**src/rtl/fifo_wr_arbiter.sv**
```systemverilog
// Round-robin burst arbiter sharing one FIFO write port between two producers.
// A granted producer streams a burst of beats; fifo_full stalls, long stalls abort.
module fifo_wr_arbiter #(
    parameter int DATA_W    = 8,
    parameter int LEN_W     = 4,
    parameter int STALL_MAX = 16
) (
    input  logic              clk,
    input  logic              rst,
    input  logic              req0,
    input  logic [LEN_W-1:0]  len0,
    input  logic [DATA_W-1:0] data0,
    output logic              gnt0,
    output logic              ack0,
    input  logic              req1,
    input  logic [LEN_W-1:0]  len1,
    input  logic [DATA_W-1:0] data1,
    output logic              gnt1,
    output logic              ack1,
    input  logic              fifo_full,
    input  logic              fifo_almost_full,
    output logic              wr_enb,
    output logic [DATA_W-1:0] wr_data,
    output logic              busy,
    output logic              stall_abort
);
    localparam int SC_W = $clog2(STALL_MAX + 1);
    localparam logic [SC_W-1:0] STALL_LAST = SC_W'(STALL_MAX - 1);

    localparam logic [0:0] S_IDLE  = 1'b0;
    localparam logic [0:0] S_BURST = 1'b1;

    logic [0:0]       state;
    logic             owner;
    logic             last;
    logic [LEN_W-1:0] remaining;
    logic [SC_W-1:0]  stall_cnt;

    logic             pick;
    logic             pick_valid;
    logic [LEN_W-1:0] pick_len;

    // Beat handshake: while gntX is high the producer holds dataX stable;
    // ackX high in a cycle means that beat is written and the next may follow.
    always_comb begin
        wr_enb  = (state == S_BURST) && !fifo_full;
        wr_data = '0;
        if (state == S_BURST) begin
            wr_data = owner ? data1 : data0;
        end
        ack0 = wr_enb && !owner;
        ack1 = wr_enb && owner;
    end

    // New bursts only start with headroom in the FIFO; ties go to the producer not served last.
    always_comb begin
        pick       = 1'b0;
        pick_valid = 1'b0;
        if (!fifo_full && !fifo_almost_full) begin
            if (req0 && req1) begin
                pick_valid = 1'b1;
                pick       = ~last;
            end else if (req0) begin
                pick_valid = 1'b1;
                pick       = 1'b0;
            end else if (req1) begin
                pick_valid = 1'b1;
                pick       = 1'b1;
            end
        end
        pick_len = pick ? len1 : len0;
    end

    always_ff @(posedge clk) begin
        if (rst) begin
            state       <= S_IDLE;
            owner       <= 1'b0;
            last        <= 1'b1;
            gnt0        <= 1'b0;
            gnt1        <= 1'b0;
            busy        <= 1'b0;
            stall_abort <= 1'b0;
            remaining   <= '0;
            stall_cnt   <= '0;
        end else begin
            stall_abort <= 1'b0;
            case (state)
                S_IDLE: begin
                    if (pick_valid) begin
                        state     <= S_BURST;
                        owner     <= pick;
                        gnt0      <= !pick;
                        gnt1      <= pick;
                        busy      <= 1'b1;
                        remaining <= (pick_len == '0) ? LEN_W'(1) : pick_len;
                        stall_cnt <= '0;
                    end
                end
                S_BURST: begin
                    if (!fifo_full) begin
                        remaining <= remaining - 1'b1;
                        stall_cnt <= '0;
                        if (remaining == LEN_W'(1)) begin
                            state <= S_IDLE;
                            gnt0  <= 1'b0;
                            gnt1  <= 1'b0;
                            busy  <= 1'b0;
                            last  <= owner;
                        end
                    end else if (stall_cnt == STALL_LAST) begin
                        // Give up on the burst; the producer sees gnt drop without a final ack.
                        state       <= S_IDLE;
                        gnt0        <= 1'b0;
                        gnt1        <= 1'b0;
                        busy        <= 1'b0;
                        last        <= owner;
                        stall_abort <= 1'b1;
                    end else begin
                        stall_cnt <= stall_cnt + 1'b1;
                    end
                end
                default: state <= S_IDLE;
            endcase
        end
    end
endmodule

```
**config.mk**
```make
export PLATFORM = sky130hd
export DESIGN_NAME = fifo_wr_arbiter
export DESIGN_NICKNAME = d
export VERILOG_FILES = /design/src/rtl/fifo_wr_arbiter.sv
export SDC_FILE = /design/constraint.sdc
export NUM_CORES = 1
export LEC_CHECK = 0
export CAP_MARGIN = 40
export CORE_ASPECT_RATIO = 0.6
export CORE_MARGIN = 10
export CORE_UTILIZATION = 28
export CTS_CLUSTER_DIAMETER = 80
export DETAILED_ROUTE_END_ITERATION = 10
export GPL_TIMING_DRIVEN = 0
export PLACE_DENSITY = 0.59
export REMOVE_ABC_BUFFERS = 1
export SYNTH_ARGS = -nofsm -noshare
export SYNTH_HDL_FRONTEND = slang
export SYNTH_SLANG_ARGS = --single-unit
export TNS_END_PERCENT = 10
```
**constraint.sdc**
```tcl
create_clock -name clk -period 3.81 [get_ports clk]
set_input_delay 0.762 -clock clk [delete_from_list [all_inputs] [get_ports clk]]
set_output_delay 0.762 -clock clk [all_outputs]
set_load 0.02 [all_outputs]
```
==> impl_metrics.xml <==
<?xml version="1.0" encoding="UTF-8"?>
<metrics>
  <group name="finish">
    <metric name="drive_gt1_share" unit="%">4.85</metric>
    <metric name="num-nets-final" unit="">200</metric>
    <metric name="n_antenna_cell" unit="">0</metric>
    <metric name="seq_area" unit="sq um">320</metric>
    <metric name="final.fill_count" unit="">355</metric>
    <metric name="multiInputGateArea" unit="sq um">668</metric>
    <metric name="area_growth_from_synthesis_to_layout" unit="%">49.6</metric>
    <metric name="finalInstanceArea" unit="sq um">1560</metric>
  </group>
  <group name="critical_path">
    <metric name="worstPathRequired" unit="ns">3.05</metric>
    <metric name="worst_path_most_repeated_cell" unit="">sky130_fd_sc_hd__clkdlybuf4s50_1</metric>
    <metric name="crit_fanout" unit="">9</metric>
    <metric name="timing.critical_path.slowest_stage_cell" unit="">sky130_fd_sc_hd__clkdlybuf4s50_1</metric>
    <metric name="timing.critical_path.to_type" unit="">primary output</metric>
    <metric name="kind_of_critical_path" unit="">in -&gt; out</metric>
    <metric name="crit_path_start_kind" unit="">input port</metric>
    <metric name="cpPeakStageDelay" unit="ns">0.64</metric>
    <metric name="crit_path_cell_trace" unit="">clkdlybuf4s50_1, nand2b_1, nor2_1, clkdlybuf4s50_1</metric>
    <metric name="worst_ep_arrival_time" unit="ns">2.54</metric>
    <metric name="critical_path.top_delay_family" unit="">buffers and inverters</metric>
    <metric name="critPathBufInv" unit="">2</metric>
  </group>
  <group name="synthesis">
    <metric name="synth_simple_gate_area_share" unit="%">27.6</metric>
    <metric name="synthesized_area_fraction_occupied_by_ao_oa_aoi_and_oai_cells" unit="%">22.1</metric>
    <metric name="synth.distinct_cells" unit="">35</metric>
    <metric name="post_synthesis_cells" unit="">125</metric>
    <metric name="synth.area.mux_share" unit="%">9.59</metric>
    <metric name="synth-adder-area-share" unit="%">4.80</metric>
    <metric name="mean_instance_size_in_the_synthesized_netlist" unit="sq um">8.35</metric>
    <metric name="ys_ff_latch" unit="">16</metric>
    <metric name="synth-seq-area-share" unit="%">30.7</metric>
    <metric name="synth_top_family_by_area" unit="">simple AND/OR/NAND/NOR gates</metric>
    <metric name="synth_warnings" unit="">0</metric>
    <metric name="synth_xor_area_share" unit="%">0</metric>
    <metric name="synthesis.area" unit="sq um">1040</metric>
    <metric name="synth_area_leader_cell" unit="">sky130_fd_sc_hd__dfxtp_1</metric>
    <metric name="synth_top_area_share" unit="%">30.7</metric>
    <metric name="synth_top_cells_by_area" unit="">sky130_fd_sc_hd__dfxtp_1, sky130_fd_sc_hd__mux2i_1, sky130_fd_sc_hd__nor2b_1, sky130_fd_sc_hd__ha_1, sky130_fd_sc_hd__a21oi_1</metric>
  </group>
  <group name="clock_tree">
    <metric name="ctsHoldBuffers" unit="">0</metric>
    <metric name="ctsHtreeMaxLevel" unit="">1</metric>
    <metric name="insertion_delay" unit="ns">0.26</metric>
    <metric name="postCtsSetupBuffers" unit="">0</metric>
    <metric name="post_cts_clock_slew_at_the_launch_and_capture_registers_of_the_worst_setup_and_hold_paths" unit="ns">0.07</metric>
    <metric name="cts_sinks" unit="">16</metric>
    <metric name="clockBufferDepth" unit="">2</metric>
    <metric name="cts_tree" unit="">built</metric>
    <metric name="cell_at_the_root_of_the_clock_tree" unit="">sky130_fd_sc_hd__clkbuf_8</metric>
    <metric name="cts-resized-gates" unit="">0</metric>
    <metric name="tritoncts.num_buffers" unit="">3</metric>
  </group>
  <group name="sta">
    <metric name="fmaxAchievable" unit="GHz">0.303</metric>
    <metric name="report.final.setup_viol" unit="">0</metric>
    <metric name="relSlewSlack" unit="%">54.3</metric>
    <metric name="tightest_slew" unit="ns">0.683</metric>
    <metric name="post_layout_min_period" unit="ns">3.30</metric>
    <metric name="final_critical_path_setup_slack" unit="ns">0.513</metric>
    <metric name="finalHoldViolCount" unit="">0</metric>
    <metric name="final_max_slew_viol_count" unit="">0</metric>
    <metric name="fin_tns_setup" unit="ns">0</metric>
    <metric name="rsz_0062_raised_after_global_routing" unit="">no</metric>
    <metric name="min_period_over_period" unit="%">86.5</metric>
    <metric name="clock_tree_skew_after_final_layout" unit="ns">0.00474</metric>
  </group>
  <group name="pwr">
    <metric name="ir_drop" unit="mV">0.175</metric>
    <metric name="intPower" unit="uW">327</metric>
    <metric name="switchingPower" unit="uW">120</metric>
    <metric name="sequentialPowerShare" unit="%">41.3</metric>
    <metric name="total_power" unit="uW">447</metric>
    <metric name="power.density" unit="nW/um^2">287</metric>
    <metric name="clkPwrFrac" unit="%">34.4</metric>
    <metric name="share_comb_of_total_power" unit="%">24.3</metric>
    <metric name="static-leakage-power" unit="nW">0.544</metric>
    <metric name="p_sw_share" unit="%">26.9</metric>
  </group>
  <group name="detailed_routing">
    <metric name="postRouteWirelength" unit="mm">3.22</metric>
    <metric name="first_pass_iters" unit="">4</metric>
    <metric name="drt-initial-drc-count" unit="">49</metric>
    <metric name="ant_nets" unit="">0</metric>
    <metric name="number_of_drc_violations_after_detailed_routing" unit="">0</metric>
    <metric name="post_drt_wl_per_cell" unit="um">15.2</metric>
    <metric name="vias_per_cell" unit="">4.95</metric>
    <metric name="via_count" unit="">1049</metric>
  </group>
  <group name="global_route">
    <metric name="grt_pass1_vias" unit="">958</metric>
    <metric name="pin_count_of_the_biggest_net_entering_global_routing" unit="">20</metric>
    <metric name="grt_first_pass_wirelength" unit="mm">4.97</metric>
    <metric name="grtUsageTotal" unit="%">9.19</metric>
    <metric name="total_grt_overflow" unit="">0</metric>
    <metric name="antenna_violations_before_repair" unit="">0</metric>
  </group>
  <group name="hold_path">
    <metric name="worst_hold_path_class" unit="">reg -&gt; reg</metric>
  </group>
  <group name="place">
    <metric name="gpl.final_weighted_congestion" unit="">0.769</metric>
    <metric name="io_buffers" unit="">44</metric>
    <metric name="hpwl_after_detailed_placement" unit="mm">2.57</metric>
    <metric name="placement.setup.worst_slack" unit="ns">0.519</metric>
    <metric name="placedInstanceArea" unit="sq um">1510</metric>
  </group>
  <group name="outcome">
    <metric name="outcome" unit="">finished clean</metric>
  </group>
  <group name="die">
    <metric name="die_h" unit="um">67.3</metric>
    <metric name="initial_utilization" unit="%">28.7</metric>
    <metric name="design.die.area" unit="sq um">6650</metric>
    <metric name="coreArea" unit="sq um">3640</metric>
    <metric name="rows" unit="">17</metric>
    <metric name="die_width" unit="um">98.8</metric>
    <metric name="boundaryPins" unit="">45</metric>
  </group>
  <group name="run">
    <metric name="max_cap_viol_count" unit="">0</metric>
  </group>
</metrics>
[tightest hold or removal path, stage by stage, from the launching register on]
cell                      delay [ns]
sky130_fd_sc_hd__dfxtp_1        0.31
sky130_fd_sc_hd__nand3_1        0.06
sky130_fd_sc_hd__a21oi_1        0.06
[cell type report]
| class | instances | share of cell area [%] |
|---|---|---|
| clock buffers | 4 | 3.53 |
| inverters | 5 | 1.20 |
| multi-input cells | 96 | 42.8 |
| flip-flops and latches | 16 | 20.5 |
| well taps | 47 | 3.77 |
| repair buffers | 44 | 28.2 |
[state kept, by name, summed over array words and instances, names as in the netlist]
name	count
stall_abort	1
gnt0	1
busy	1
stall_cnt	5
owner	1
state	1
last	1
gnt1	1
remaining	4
[final timing paths]
path          end  cells past startpoint          from  slack [ns]
max          ack1                      4     fifo_full        0.51
min          gnt1                      2          gnt1        0.48
max reg2reg  last                      7  stall_cnt[0]        1.86
min reg2reg  gnt1                      2          gnt1        0.48
[logic make-up (layout without fill, tap and decap cells)]
kind of cell               count (synthesis)  count (layout)
and+or+nand+nor                           49              49
AOI/OAI and AO/OA                         33              33
muxes                                     10              10
adders and majority gates                  4               4
DFF                                       16              16
buffers and inverters                     13              53
[layout by cell type (no fill, tap or decap), drive strengths merged, types with 5 or more instances in the layout]
| cell type | n |
|---|---|
| nor3 | 5 |
| mux2i | 10 |
| o21ai | 7 |
| nor2 | 9 |
| inv | 5 |
| dfxtp | 16 |
| nor2b | 9 |
| a21oi | 9 |
| clkdlybuf4s50 | 44 |
[routing by layer]
metal | GRT usage (%) | up-vias | routed length [um]
met4 | 2.67 | 0 | 19
li1 | - | 530 | -
met5 | 0 | - | 0
met3 | 3.67 | 2 | 196
met1 | 12.7 | 479 | 1710
met2 | 12.8 | 38 | 1300
[metrics by stage]
step / cells / utilization (%) / hold slack, ns
5_1_grt: 212 / 42.9 / 0.521
3_5_place_dp: 208 / 41.4 / 0.468
2_1_floorplan: 117 / - / 0.466
4_1_cts: 212 / 42.9 / 0.478
6_report: 212 / 42.9 / 0.478
3_3_place_gp: 208 / 41.4 / 0.462
[power by group through the flow]
stage,clock network [mW],registers (mW),logic [mW]
6_report,0.154,0.185,0.109
5_1_grt,0.167,0.186,0.118
4_1_cts,0.160,0.185,0.109
3_5_place_dp,0,0.188,0.108
3_3_place_gp,0,0.188,0.107
2_1_floorplan,0,0.187,0.0471
[cell usage after synthesis]
library cell and n:
sky130_fd_sc_hd__o21ai_0 6, sky130_fd_sc_hd__a211oi_1 1, sky130_fd_sc_hd__nor3_1 5, sky130_fd_sc_hd__nor2b_1 9, sky130_fd_sc_hd__nand3b_1 4, sky130_fd_sc_hd__mux2i_1 10, sky130_fd_sc_hd__o21ai_1 1, sky130_fd_sc_hd__a211oi_4 1
sky130_fd_sc_hd__nand2_1 4, sky130_fd_sc_hd__clkbuf_1 2, sky130_fd_sc_hd__a31o_2 1, sky130_fd_sc_hd__inv_1 5, sky130_fd_sc_hd__nor2_1 9, sky130_fd_sc_hd__o311ai_1 1, sky130_fd_sc_hd__o21bai_2 1, sky130_fd_sc_hd__buf_2 5
sky130_fd_sc_hd__or3b_1 2, sky130_fd_sc_hd__o21ba_1 1, sky130_fd_sc_hd__a32oi_1 1, sky130_fd_sc_hd__ha_1 4, sky130_fd_sc_hd__a31oi_1 3, sky130_fd_sc_hd__and2_0 1, sky130_fd_sc_hd__nand2b_1 2, sky130_fd_sc_hd__a21oi_1 9
sky130_fd_sc_hd__nand3_1 4, sky130_fd_sc_hd__dfxtp_1 16, sky130_fd_sc_hd__nor4b_1 2, sky130_fd_sc_hd__buf_1 1, sky130_fd_sc_hd__a21boi_0 3, sky130_fd_sc_hd__or4_1 1, sky130_fd_sc_hd__a21o_1 1, sky130_fd_sc_hd__a211o_1 3
sky130_fd_sc_hd__nor4_2 1, sky130_fd_sc_hd__and3_1 3, sky130_fd_sc_hd__nor3b_1 2
No activity file was read; power rests on OpenSTA's default activity.
